## src/rtl/acc_pkg.sv

```systemverilog
// acc_pkg: shared definitions for the acc_core accumulator processor.
//   op_e       4-bit opcode enumeration (op 4'hF is the illegal opcode)
//   state_e    sequencer states
//   IMM_BIT, OP_MSB, OP_LSB, F_MSB  instruction field positions
//   writesAcc  true for opcodes that write the accumulator and the Z flag in EXEC
package acc_pkg;

  typedef enum logic [3:0] {
    OP_ADD     = 4'h0,
    OP_SUB     = 4'h1,
    OP_AND     = 4'h2,
    OP_OR      = 4'h3,
    OP_XOR     = 4'h4,
    OP_SHL     = 4'h5,
    OP_SHR     = 4'h6,
    OP_LDI     = 4'h7,
    OP_MOVT    = 4'h8,
    OP_MOVF    = 4'h9,
    OP_LDM     = 4'hA,
    OP_STM     = 4'hB,
    OP_BEQ     = 4'hC,
    OP_BNE     = 4'hD,
    OP_HALT    = 4'hE,
    OP_ILLEGAL = 4'hF
  } op_e;

  typedef enum logic [2:0] {
    ST_IDLE     = 3'd0,
    ST_FETCH    = 3'd1,
    ST_EXEC     = 3'd2,
    ST_MEM_WAIT = 3'd3,
    ST_DONE     = 3'd4
  } state_e;

  localparam int IMM_BIT = 8;
  localparam int OP_MSB  = 7;
  localparam int OP_LSB  = 4;
  localparam int F_MSB   = 3;

  // LDM also writes ACC/Z, but only when the memory access completes.
  function automatic logic writesAcc(input op_e op);
    case (op)
      OP_ADD, OP_SUB, OP_AND, OP_OR, OP_XOR,
      OP_SHL, OP_SHR, OP_LDI, OP_MOVF: writesAcc = 1'b1;
      default:                         writesAcc = 1'b0;
    endcase
  endfunction

endpackage

```

## src/rtl/acc_alu.sv

```systemverilog
// acc_alu: combinational ALU for acc_core.
//   op       in  4   opcode (acc_pkg::op_e encoding)
//   acc      in  DW  accumulator value
//   operand  in  DW  immediate or register operand
//   result   out DW  new accumulator value (mod 2^DW)
//   zero     out 1   result == 0
module acc_alu
  import acc_pkg::*;
#(
  parameter int DW = 8
) (
  input  logic [3:0]    op,
  input  logic [DW-1:0] acc,
  input  logic [DW-1:0] operand,
  output logic [DW-1:0] result,
  output logic          zero
);

  localparam int SW = (DW > 1) ? $clog2(DW) : 1;

  op_e          opS;
  logic [SW-1:0] shamtS;

  assign opS    = op_e'(op);
  // Only the low clog2(DW) operand bits form the shift distance.
  assign shamtS = operand[SW-1:0];

  // Result select; LDI and MOVF pass the operand straight through.
  always_comb begin
    result = acc;
    case (opS)
      OP_ADD:          result = acc + operand;
      OP_SUB:          result = acc - operand;
      OP_AND:          result = acc & operand;
      OP_OR:           result = acc | operand;
      OP_XOR:          result = acc ^ operand;
      OP_SHL:          result = acc << shamtS;
      OP_SHR:          result = acc >> shamtS;
      OP_LDI, OP_MOVF: result = operand;
      default:         result = acc;
    endcase
  end

  assign zero = (result == {DW{1'b0}});

endmodule

```

## src/rtl/acc_core.sv

```systemverilog
// acc_core: multi-cycle accumulator processor (FETCH / EXEC / MEM_WAIT).
//   clk, init_n            clock, asynchronous active-low reset
//   req, prog_sel, ack     four-phase start handshake; prog_sel picks the program
//   err                    illegal opcode or PC overflow, valid with ack
//   imem_addr, imem_data   instruction ROM (combinational read)
//   jt_idx, jt_target      jump table (combinational)
//   dmem_*                 data memory with wait-state handshake (dmem_ready)
//   cycle_ct               executed-cycle count, built only when
//                          ACC_CORE_CYCLE_CNT_EN is defined (else tied to 0)
module acc_core
  import acc_pkg::*;
#(
  parameter int DW       = 8,
  parameter int RF_DEPTH = 16,
  parameter int PC_W     = 10,
  parameter int MEM_AW   = 8,
  parameter int NPROG    = 4,
  parameter int PROG_STR = 256
) (
  input  logic                                      clk,
  input  logic                                      init_n,
  input  logic                                      req,
  input  logic [((NPROG > 1) ? $clog2(NPROG) : 1)-1:0] prog_sel,
  output logic                                      ack,
  output logic                                      err,
  output logic [PC_W-1:0]                           imem_addr,
  input  logic [8:0]                                imem_data,
  output logic [3:0]                                jt_idx,
  input  logic [PC_W-1:0]                           jt_target,
  output logic                                      dmem_req,
  output logic                                      dmem_we,
  output logic [MEM_AW-1:0]                         dmem_addr,
  output logic [DW-1:0]                             dmem_wdata,
  input  logic [DW-1:0]                             dmem_rdata,
  input  logic                                      dmem_ready,
  output logic [15:0]                               cycle_ct
);

  localparam int RW = (RF_DEPTH > 1) ? $clog2(RF_DEPTH) : 1;
  localparam logic [RW-1:0] ACC_IDX = RW'(RF_DEPTH - 1);

  state_e          stateR, nextStateS;
  logic [PC_W-1:0] pcR;
  logic [8:0]      irR;
  logic [DW-1:0]   regR [RF_DEPTH];
  logic            zR, ackR, errR, dmemReqR, dmemWeR;
  logic [MEM_AW-1:0] dmemAddrR;
  logic [DW-1:0]   dmemWdataR;

  op_e             opS;
  logic [RW-1:0]   fIdxS;
  logic [DW-1:0]   accS, regFS, operandS, aluResS;
  logic            aluZeroS, branchS, pcAtMaxS, accWriteS;
  logic [PC_W-1:0] pcIncS, startPcS;
  logic [31:0]     progIdxS;

  assign opS       = op_e'(irR[OP_MSB:OP_LSB]);
  assign fIdxS     = irR[RW-1:0];
  assign accS      = regR[ACC_IDX];
  assign regFS     = regR[fIdxS];
  // MOVF always reads the register, whatever the imm bit says.
  assign operandS  = (opS == OP_MOVF || !irR[IMM_BIT]) ? regFS : DW'(irR[F_MSB:0]);
  assign accWriteS = writesAcc(opS);
  assign branchS   = ((opS == OP_BEQ) && zR) || ((opS == OP_BNE) && !zR);
  assign pcIncS    = pcR + PC_W'(1);
  // PC never wraps: stepping past the top address ends the run with err.
  assign pcAtMaxS  = &pcR;
  // Out-of-range program selects fall back to program 0.
  assign progIdxS  = (32'(prog_sel) < 32'(NPROG)) ? 32'(prog_sel) : 32'd0;
  assign startPcS  = PC_W'(progIdxS * 32'(PROG_STR));

  acc_alu #(.DW(DW)) u_alu (
    .op      (irR[OP_MSB:OP_LSB]),
    .acc     (accS),
    .operand (operandS),
    .result  (aluResS),
    .zero    (aluZeroS)
  );

  // State register.
  always_ff @(posedge clk or negedge init_n) begin
    if (!init_n) stateR <= ST_IDLE;
    else         stateR <= nextStateS;
  end

  // Next-state decode.
  always_comb begin
    nextStateS = stateR;
    case (stateR)
      ST_IDLE: begin
        if (req) nextStateS = ST_FETCH;
        else     nextStateS = ST_IDLE;
      end
      ST_FETCH: nextStateS = ST_EXEC;
      ST_EXEC: begin
        case (opS)
          OP_LDM, OP_STM:      nextStateS = ST_MEM_WAIT;
          OP_HALT, OP_ILLEGAL: nextStateS = ST_DONE;
          default: begin
            if (!branchS && pcAtMaxS) nextStateS = ST_DONE;
            else                      nextStateS = ST_FETCH;
          end
        endcase
      end
      ST_MEM_WAIT: begin
        if (!dmem_ready)   nextStateS = ST_MEM_WAIT;
        else if (pcAtMaxS) nextStateS = ST_DONE;
        else               nextStateS = ST_FETCH;
      end
      ST_DONE: begin
        if (!req) nextStateS = ST_IDLE;
        else      nextStateS = ST_DONE;
      end
      default: nextStateS = ST_IDLE;
    endcase
  end

  // Datapath: PC, IR, register file, flags, memory request and handshake outputs.
  always_ff @(posedge clk or negedge init_n) begin
    if (!init_n) begin
      pcR        <= {PC_W{1'b0}};
      irR        <= 9'h000;
      zR         <= 1'b0;
      ackR       <= 1'b0;
      errR       <= 1'b0;
      dmemReqR   <= 1'b0;
      dmemWeR    <= 1'b0;
      dmemAddrR  <= {MEM_AW{1'b0}};
      dmemWdataR <= {DW{1'b0}};
      for (int i = 0; i < RF_DEPTH; i++) regR[i] <= {DW{1'b0}};
    end else begin
      case (stateR)
        ST_IDLE: begin
          if (req) pcR <= startPcS;
        end
        ST_FETCH: irR <= imem_data;
        ST_EXEC: begin
          case (opS)
            OP_LDM, OP_STM: begin
              // Address and data are captured once and held for the whole wait.
              dmemReqR   <= 1'b1;
              dmemWeR    <= (opS == OP_STM);
              dmemAddrR  <= MEM_AW'(regFS);
              dmemWdataR <= accS;
            end
            OP_HALT: ackR <= 1'b1;
            OP_ILLEGAL: begin
              ackR <= 1'b1;
              errR <= 1'b1;
            end
            default: begin
              if (accWriteS) begin
                regR[ACC_IDX] <= aluResS;
                zR            <= aluZeroS;
              end
              // MOVT onto the accumulator index rewrites ACC with itself.
              if (opS == OP_MOVT) regR[fIdxS] <= accS;
              if (branchS) pcR <= jt_target;
              else if (pcAtMaxS) begin
                ackR <= 1'b1;
                errR <= 1'b1;
              end else pcR <= pcIncS;
            end
          endcase
        end
        ST_MEM_WAIT: begin
          if (dmem_ready) begin
            dmemReqR <= 1'b0;
            dmemWeR  <= 1'b0;
            if (!dmemWeR) begin
              regR[ACC_IDX] <= dmem_rdata;
              zR            <= (dmem_rdata == {DW{1'b0}});
            end
            if (pcAtMaxS) begin
              ackR <= 1'b1;
              errR <= 1'b1;
            end else pcR <= pcIncS;
          end
        end
        ST_DONE: begin
          if (!req) begin
            ackR <= 1'b0;
            errR <= 1'b0;
          end
        end
        default: ;
      endcase
    end
  end

  assign ack        = ackR;
  assign err        = errR;
  assign imem_addr  = pcR;
  assign jt_idx     = irR[3:0];
  assign dmem_req   = dmemReqR;
  assign dmem_we    = dmemWeR;
  assign dmem_addr  = dmemAddrR;
  assign dmem_wdata = dmemWdataR;

`ifdef ACC_CORE_CYCLE_CNT_EN
  logic [15:0] cycleCtR;

  // Run-length counter: cleared at start, counts FETCH/EXEC/MEM_WAIT cycles, saturates.
  always_ff @(posedge clk or negedge init_n) begin
    if (!init_n) begin
      cycleCtR <= 16'h0000;
    end else if (stateR == ST_IDLE) begin
      if (req) cycleCtR <= 16'h0000;
    end else if (stateR != ST_DONE && cycleCtR != 16'hFFFF) begin
      cycleCtR <= cycleCtR + 16'h0001;
    end
  end

  assign cycle_ct = cycleCtR;
`else
  assign cycle_ct = 16'h0000;
`endif

endmodule

```

## config.mk

```make
export PLATFORM = sky130hd
export DESIGN_NAME = acc_core
export DESIGN_NICKNAME = d
export VERILOG_FILES = /design/src/rtl/acc_pkg.sv /design/src/rtl/acc_alu.sv /design/src/rtl/acc_core.sv
export SDC_FILE = /design/constraint.sdc
export NUM_CORES = 1
export LEC_CHECK = 0
export CORE_MARGIN = 2
export CORE_UTILIZATION = 55
export DETAILED_ROUTE_END_ITERATION = 8
export PLACE_DENSITY_LB_ADDON = 0.15
export SETUP_SLACK_MARGIN = 0.2
export SKIP_CTS_REPAIR_TIMING = 1
export SLEW_MARGIN = 20
export SYNTH_ARGS = -nofsm -noshare
export SYNTH_HDL_FRONTEND = slang
export SYNTH_SLANG_ARGS = --single-unit
export TNS_END_PERCENT = 50
```

## constraint.sdc

```tcl
create_clock -name clk -period 6.66 [get_ports clk]
set_clock_uncertainty 0.1 [all_clocks]
set_input_delay 1.998 -clock clk [delete_from_list [all_inputs] [get_ports clk]]
set_output_delay 1.998 -clock clk [all_outputs]
set_load 0.05 [all_outputs]
```

---- Word-level counts from Yosys, hierarchy flattened ----
Memories as Yosys holds them, arrays and structs flattened.
Index checks and enable logic that the tools add are counted.
word-level totals
  bits of input ports ..................... 33
  output and inout bits ................... 50
  ROM bits ................................ 16
  bits in registers ....................... 171
  word-level logic and storage cells ...... 149
  memories kept ........................... 1
memory list
  name             words  width  read ports  clocked after Yosys merged registers in  write ports  line           RTL
  (no name shown)  16     1      1           0                                        0            acc_pkg.sv:42  case (op)
cells by class
  eq/ne operators ......................... 30
  order comparisons ....................... 2
  reduce and logical (&&, ||, !) cells .... 30
  add/subtract/negate cells ............... 3
  mux-type cells .......................... 50
  bitwise gates (word level) .............. 5
  shifts and indexed selects .............. 2
operators with widths
  cell                     number
  $bwmux W128              1
  $mux W8                  11
  $pmux W8 S8              1
  $mux W10                 5
  $bmux W8 S4              1
  $demux W8 S4             1
  $eq A4 B4 Y1 const B     8
  $pmux W10 S3             1
  $ne A2 B2 Y1 const B     9
  $eq A4 B3 Y1 const B     4
  $logic_not A8 Y1         2
  $pmux W8 S2              1
  $mux W1                  15
  $pmux W3 S5              1
  $reduce_and A5 Y1        3
  $mux W3                  4
  $add A10 B1 Y10 const B  1
  $pmux W1 S2              5
  $reduce_and A10 Y1       1
  $add A8 B8 Y8            1
  $and A8 B8 Y8            1
  $eq A4 B2 Y1 const B     2
  $or A8 B8 Y8             1
  $reduce_and A4 Y1        2
  27 further kinds         40

---- Longest topological paths before layout ----
Gate-level depths: netlist (run 1).
  depth in word-level cells ............... 14
  mapped depth ............................ 22
  gate-level depth less buffers ........... 18

---- Modules after synthesis ----
From an unflattened synthesis (run 1), not the netlist that was laid out.
second synthesis, totals
  cell total of the unflattened synthesis .. 926
  area total of the unflattened synthesis .. 10,254.8 um^2
modules (own cells, without submodules)
  module    area an instance (um^2)  sequential area each (um^2)  times used  cells an instance
  acc_core  8,414.3                  4,279.1                      1           678
  acc_alu   1,840.5                  0.0                          1           248

---- Least setup slack after synthesis (run 1) ----
Ideal clock, no wire load.
  kind .................................... register -> register
  start ................................... register irR[2]
  end ..................................... register zR
  buffers on the path ..................... 2
  cell stages (with the launch flop) ...... 21
  data required time ...................... 6,495 ps
  setup slack ............................. 2,050 ps
  period minus slack after synthesis ...... 4,610 ps
  setup time .............................. 65 ps
  arrival time ............................ 4,445 ps
  cells stage by stage .................... dfrtp_1 > buf_4 > mux4_2 > o22a_1 > a221o_2 > nand2_2 > buf_2 > ha_1 > nand2_1 > o21ai_0 > inv_1 > ha_1 > nor2b_1 > o21ai_0 > a21oi_1 > o41ai_1 > xnor2_2 > xnor2_1 > a211o_1 > nor4_2 > a31o_1
on the way
  word-level cells in the longest chain between the ends .. 11
  elaborated cells between the ends (all ways) .. 17
  classes of those cells .................. add/sub (2); shift (2); mux (8); bitwise (4); reduce/logical (1)
ends and longest elaborated chain
  item                                         line             RTL
  start, declared                              acc_core.sv:44   logic [8:0] irR;
  start signal, assigned                       acc_core.sv:136  ST_FETCH: irR <= imem_data;
  $not A4 Y5 (not written as such)             acc_core.sv:60   assign regFS = regR[fIdxS];
  $bmux W8 S4                                  acc_core.sv:60
  $mux W8 (not written as such) (2 in a row)   acc_core.sv:60
  $mux W8 (*)                                  acc_core.sv:62   assign operandS = (opS == OP_MOVF || !irR[IMM_BIT]) ? regFS : DW'(irR[F_MSB:0]);
  $sub A8 B8 Y8, or another cell as far along  acc_alu.sv:33    OP_SUB: result = acc - operand;
  $pmux W8 S8 (*)                              acc_alu.sv:31    case (opS)
  $logic_not A8 Y1 (*)                         acc_alu.sv:44    assign zero = (result == {DW{1'b0}});
  $mux W1 (*)                                  acc_core.sv:152  if (accWriteS) begin
  $mux W1 (*)                                  acc_core.sv:138  case (opS)
  $pmux W1 S2 (*)                              acc_core.sv:132  case (stateR)
  end signal, assigned                         acc_core.sv:154  zR <= aluZeroS;
  end signal, assigned                         acc_core.sv:172  zR <= (dmem_rdata == {DW{1'b0}});
  end, declared                                acc_core.sv:46   logic zR, ackR, errR, dmemReqR, dmemWeR;
Every way passes the cells marked *; elsewhere a longest branch is shown, timed or not. The select of a mux whose other input is x is not followed.
A chain may end at the register's enable or synchronous reset.

---- Final worst setup path (run 1) ----
  start ................................... register irR[3]
  end ..................................... register zR
Same word-level chain as after synthesis.

==> out/qor.yml, run 1 <==
logic_synthesis:
  synthDistinctLibCells: 82
  yosysTopAreaCell: "dfrtp_1"
  ys_seq_elements: 171
  avgSynthCellArea_um2: 9.27
  yosys_most_used_dff: "dfrtp_1"
  synthTopCellsByArea: "dfrtp_1, o21ai_0, nand2_1"
  yosysTopAreaCellShare: 0.417
  netlist_area_um2: 10300
  synth_edf_count: 0
  synth_warnings: 0
  synthArstFlopShare: 1.00
  syn_inst: 1107
  synth-seq-area-share: 0.417
setup_path:
  worstPathRequired_ns: 6.94
  cp-end-kind: "flip-flop"
  cp.arrival_ns: 5.91
  path_max_fanout: 27
  cp-start-kind: "flip-flop"
  crit_type: "flip-flop to flip-flop"
sta:
  post-route-period-util: 0.845
  slew_viol_final: 0
  period_minus_slack_ns: 5.63
  fmaxAchievable_mhz: 178
  rsz0062_at_grt: "no"
  finalSetupViolCount: 0
  tightest_slew_ns: 1.10
  hold_viol: 0
  slew_headroom: 0.267
  tns_ns: 0
layout:
  diodes: 0
  drive_gt1_frac: 0.119
  nNetsFinal: 1193
  syn2layout_area_growth_pct: 12.0
  fin_cells: 1374
  final_cell_mix: "nand2_1, o21ai_0, dfrtp_1"
  final_common_cell: "nand2_1"
cts:
  cts.sinks: 171
  cts_tree: "yes"
  clk_pin_slew_worst_paths_ns: 0.07
  cts.path.max_buffers: 2
  worstSkewPairLatency_ns: 0.44
  cts_buffers: 17
  root_buffer: "clkbuf_16"
  htree_levels: 4
floorplan:
  start_util: 0.566
  coreArea_um2: 18100
  die_h_um: 141
  ios: 83
  rows: 49
  die_w_um: 141
  die-area_um2: 19800
place:
  dpl.cell_count: 1342
  dp_hpwl_um: 20500
  place_congestion: 0.948
  port_buffers: 66
global_route:
  antenna_found_initial: 0
  grt_max_degree: 77
  grt_use_total: 0.308
  grt_pass1_vias: 8374
  gr-total-overflow: 0
  grt_pass1_wl_um: 47200
routing:
  dr.pass1.iters: 5
  drcViolationCount: 0
  routed_wl_um: 29800
  vias_per_cell: 6.40
  drtIter0Drc: 1019
  ant_nets: 0
  wire_per_inst_um: 21.7
  via_count: 8796
job:
  cap_violations: 0
power:
  peakVddDrop_uv: 280
  p_leak_uw: 0.00504
  power.density_nw_per_um2: 547
status:
  status: "finished clean"
worst_hold_path:
  hp-class: "flip-flop to flip-flop"
-- final cells by class --
| type | count | area [µm²] |
|---|---|---|
| Clock inverter | 13 | 131 |
| Timing Repair Buffer | 88 | 827 |
| Sequential cell | 171 | 4280 |
| Fill cell | 1585 | 6650 |
| Tap cell | 229 | 287 |
| Multi-Input combinational cell | 825 | 5430 |
| Clock buffer | 19 | 443 |
| Inverter | 29 | 109 |
-- through the flow --
stage	utilization	total power (µW)	hold WS [ns]	cell area (µm²)	worst slack [ns]
2_1_floorplan	-	4250	0.342	10300	2.05
3_3_place_gp	0.602	5200	0.354	10900	1.27
3_5_place_dp	0.602	5220	0.366	10900	1.10
4_1_cts	0.634	6230	0.381	11500	1.12
5_1_grt	0.634	6690	0.408	11500	0.638
6_report	0.634	6290	0.377	11500	1.03
-- layer usage --
| layer | GRT usage | routed length, µm | vias up |
|---|---|---|---|
| met5 | 0 | 0 | - |
| met4 | 0.112 | 889 | 0 |
| met3 | 0.0747 | 2440 | 69 |
| met2 | 0.470 | 13400 | 385 |
| met1 | 0.433 | 13000 | 4324 |
| li1 | - | - | 4018 |
-- final timing paths --
| check | from | end | slack (ns) | cells past startpoint |
|---|---|---|---|---|
| min in group asynchronous | init_n | regR[100] | 1.48 | 1 |
| worst max register to register | irR[3] | zR | 1.03 | 15 |
| worst min-delay path | regR[79] | regR[79] | 0.38 | 2 |
| worst min register to register | regR[79] | regR[79] | 0.38 | 2 |
| worst max-delay path | irR[3] | zR | 1.03 | 15 |
| max in group asynchronous | init_n | regR[19] | 3.86 | 2 |
-- state kept, by name, indices dropped and copies added (netlist names), 3 cells and up --
name	flops
irR	9
accS	8
imem_addr	10
stateR	3
regR	120
dmem_wdata	8
dmem_addr	8
-- critical path, cell delays in order, from the launching register on --
cell and delay, ns:
dfrtp_1 1.07, clkinv_1 0.66, mux4_2 0.49, nor2_1 0.10, or2_1 0.48, inv_1 0.34
xnor2_1 0.22, ha_1 0.30, o21ai_0 0.12, a21oi_1 0.13, o41ai_1 0.47, xnor2_2 0.14
xnor2_1 0.16, a211o_1 0.34, nor4_2 0.27, a31o_1 0.17
-- cell families (layout without fill, tap and decap cells) --
group | after synthesis | count (layout) | synth area share
multiplexers | 88 | 88 | 0.130
flip-flops | 171 | 171 | 0.417
buffers and inverters | 126 | 149 | 0.0607
XOR/XNOR | 10 | 10 | 0.00999
other | 1 | 16 | 0.000365
AND/OR/NAND/NOR | 341 | 341 | 0.147
AO/OA/AOI/OAI | 342 | 342 | 0.200
adder cells (fa/ha/maj) | 28 | 28 | 0.0349
-- where the power goes --
group / switching, µW / internal (µW) / total [µW]
Combinational: 2320 / 1330 / 3660
Clock: 444 / 536 / 981
Sequential: 324 / 1330 / 1660
-- synthesized netlist by cell type (19+ instances only) --
cell type	number
dfrtp_1	171
ha_1	27
inv_1	23
nor3_1	19
buf_4	24
nor2_1	63
o21ai_0	170
mux2_2	42
clkbuf_1	55
a21oi_1	58
mux4_2	20
nand2_1	184
No activity file was read; power rests on OpenSTA's default activity.
==> inputs of run 2 (changes only) <==
--- a/config.mk
+++ b/config.mk
@@ -6,7 +6,7 @@
 export NUM_CORES = 1
 export LEC_CHECK = 0
 export CORE_MARGIN = 2
-export CORE_UTILIZATION = 55
+export CORE_UTILIZATION = 53
 export DETAILED_ROUTE_END_ITERATION = 8
 export PLACE_DENSITY_LB_ADDON = 0.15
 export SETUP_SLACK_MARGIN = 0.2
==> constraint.sdc (replaced) <==
create_clock -name clk -period 4.9 [get_ports clk]
set_clock_uncertainty 0.1 [all_clocks]
set_input_delay 1.47 -clock clk [delete_from_list [all_inputs] [get_ports clk]]
set_output_delay 1.47 -clock clk [all_outputs]
set_load 0.05 [all_outputs]
==> out/qor.yml, run 2 (synthesis results as in run 1) <==
routing:
  drtIter0Drc: 863  # -15%
  wire_per_inst_um: 21.6  # -0.23%
  vias_per_cell: 6.21  # -3.0%
  routed_wl_um: 31100  # +4.6%
  via_count: 8952  # +1.8%
  ant_nets: 0  # unchanged
  drcViolationCount: 0  # unchanged
  dr.pass1.iters: 5  # unchanged
cts:
  htree_levels: 4  # unchanged
  worstSkewPairLatency_ns: 0.44  # about the same
  cts_buffers: 17  # unchanged
  cts.path.max_buffers: 2  # unchanged
  root_buffer: "clkbuf_16"
  clk_pin_slew_worst_paths_ns: 0.07  # about the same
  cts.sinks: 171  # unchanged
  cts_tree: "yes"
floorplan:
  die-area_um2: 20500  # +3.7%
  rows: 50  # +2.0%
  start_util: 0.545  # -0.0205
  die_w_um: 143  # +1.8%
  ios: 83  # unchanged
  coreArea_um2: 18800  # +3.8%
  die_h_um: 143  # +1.8%
status:
  status: "finished clean"
setup_path:
  crit_type: "flip-flop to flip-flop"
  cp-end-kind: "flip-flop"
  worstPathRequired_ns: 5.18  # -1.76 ns
  cp-start-kind: "flip-flop"
  path_max_fanout: 5  # -81%
  cp.arrival_ns: 4.84  # -1.07 ns
place:
  dp_hpwl_um: 21700  # +5.8%
  placed_cell_area_um2: 11200  # +2.5%
  dpl.cell_count: 1404  # +4.6%
  place_congestion: 0.961  # +1.4%
  port_buffers: 66  # unchanged
power:
  p_leak_uw: 0.00521  # +3.4%
  peakVddDrop_uv: 333  # +19%
  power.density_nw_per_um2: 749  # +37%
sta:
  tightest_slew_ns: 0.935  # -0.164 ns
  fin_hold_ws_ns: 0.375  # -0.00214 ns
  fmaxAchievable_mhz: 220  # +24%
  post-route-period-util: 0.929  # +0.0838
  tns_ns: 0  # unchanged
  hold_viol: 0  # unchanged
  slew_viol_final: 0  # unchanged
  rsz0062_at_grt: "yes"
  period_minus_slack_ns: 4.55  # -1.08 ns
  slew_headroom: 0.374  # +0.107
  finalSetupViolCount: 0  # unchanged
global_route:
  gr-total-overflow: 0  # unchanged
  antenna_found_initial: 2  # +2
  grt_use_total: 0.313  # +0.00435
  grt_pass1_wl_um: 48400  # +2.5%
  grt_pass1_vias: 8541  # +2.0%
  grt_max_degree: 89  # +16%
layout:
  final_cell_mix: "nand2_1, dfrtp_1, o21ai_0"
  nNetsFinal: 1230  # +3.1%
  diodes: 0  # unchanged
  fin_cells: 1441  # +4.9%
  largest_reg_flops: 120  # unchanged
  fin_area_um2: 11900  # +3.1%
  fin_util: 0.630  # -0.00432
  nFillCells: 1638  # +3.3%
  syn2layout_area_growth_pct: 15.5
  drive_gt1_frac: 0.149  # +0.0302
  final_common_cell: "nand2_1"
  multi_input_area_um2: 5450  # +0.44%
  regArea_um2: 4290  # +0.12%
  regMostFlops: "regR"
job:
  cap_violations: 0  # unchanged
worst_hold_path:
  hp-class: "flip-flop to flip-flop"
-- run 2: path summary, 6_finish.rpt --
path	startpoint	end	slack, ns	cells past startpoint
setup / recovery	irR[1]	zR	0.35	15
hold / removal	regR[11]	regR[11]	0.37	2
setup reg to reg	irR[1]	zR	0.35	15
hold reg to reg	regR[11]	regR[11]	0.37	2
max in group asynchronous	init_n	irR[1]	2.68	2
min in group asynchronous	init_n	regR[46]	1.00	1
-- run 2: layout make-up --
class	instances	area share
multi-input combinational	825	0.460
sequential	171	0.362
timing repair buffer	125	0.0962
clock buffer	20	0.0368
tap	260	0.0274
clock inverter	11	0.00918
inverter	29	0.00918
-- run 2: power by group --
| group | internal, µW | switching (µW) | leakage [µW] |
|---|---|---|---|
| logic | 2050 | 3390 | 0.00265 |
| clock network | 705 | 590 | 0.000260 |
| registers | 1820 | 329 | 0.00230 |
| total | 4570 | 4310 | 0.00521 |
-- run 2: layer usage --
metal  track usage  up-vias  share of wire
met5             0        -        0.00087
met4         0.112        4          0.034
met3        0.0476       82          0.083
met2         0.481      466           0.45
met1         0.452     4316           0.44
li1              -     4084              -
-- run 2: metrics by stage --
step / total power [µW] / worst slack [ns]
after global placement: 7310 / 0.171
after CTS: 8630 / 0.0591
after floorplan: 5780 / 0.290
after global routing: 9420 / 0.182
after detailed placement: 7320 / 0.0722
final: 8880 / 0.346
-- run 2: critical path: stages (launching register included) --
cell	delay [ns]
dfrtp_4	0.49
buf_12	0.13
mux4_2	0.49
mux2_2	0.31
a22o_1	0.22
nor2_1	0.31
nand2_1	0.12
o21ai_0	0.34
xnor2_1	0.17
ha_1	0.28
or3_1	0.37
a32o_1	0.28
a211oi_1	0.27
o22ai_1	0.16
nor4_2	0.29
a31o_1	0.17
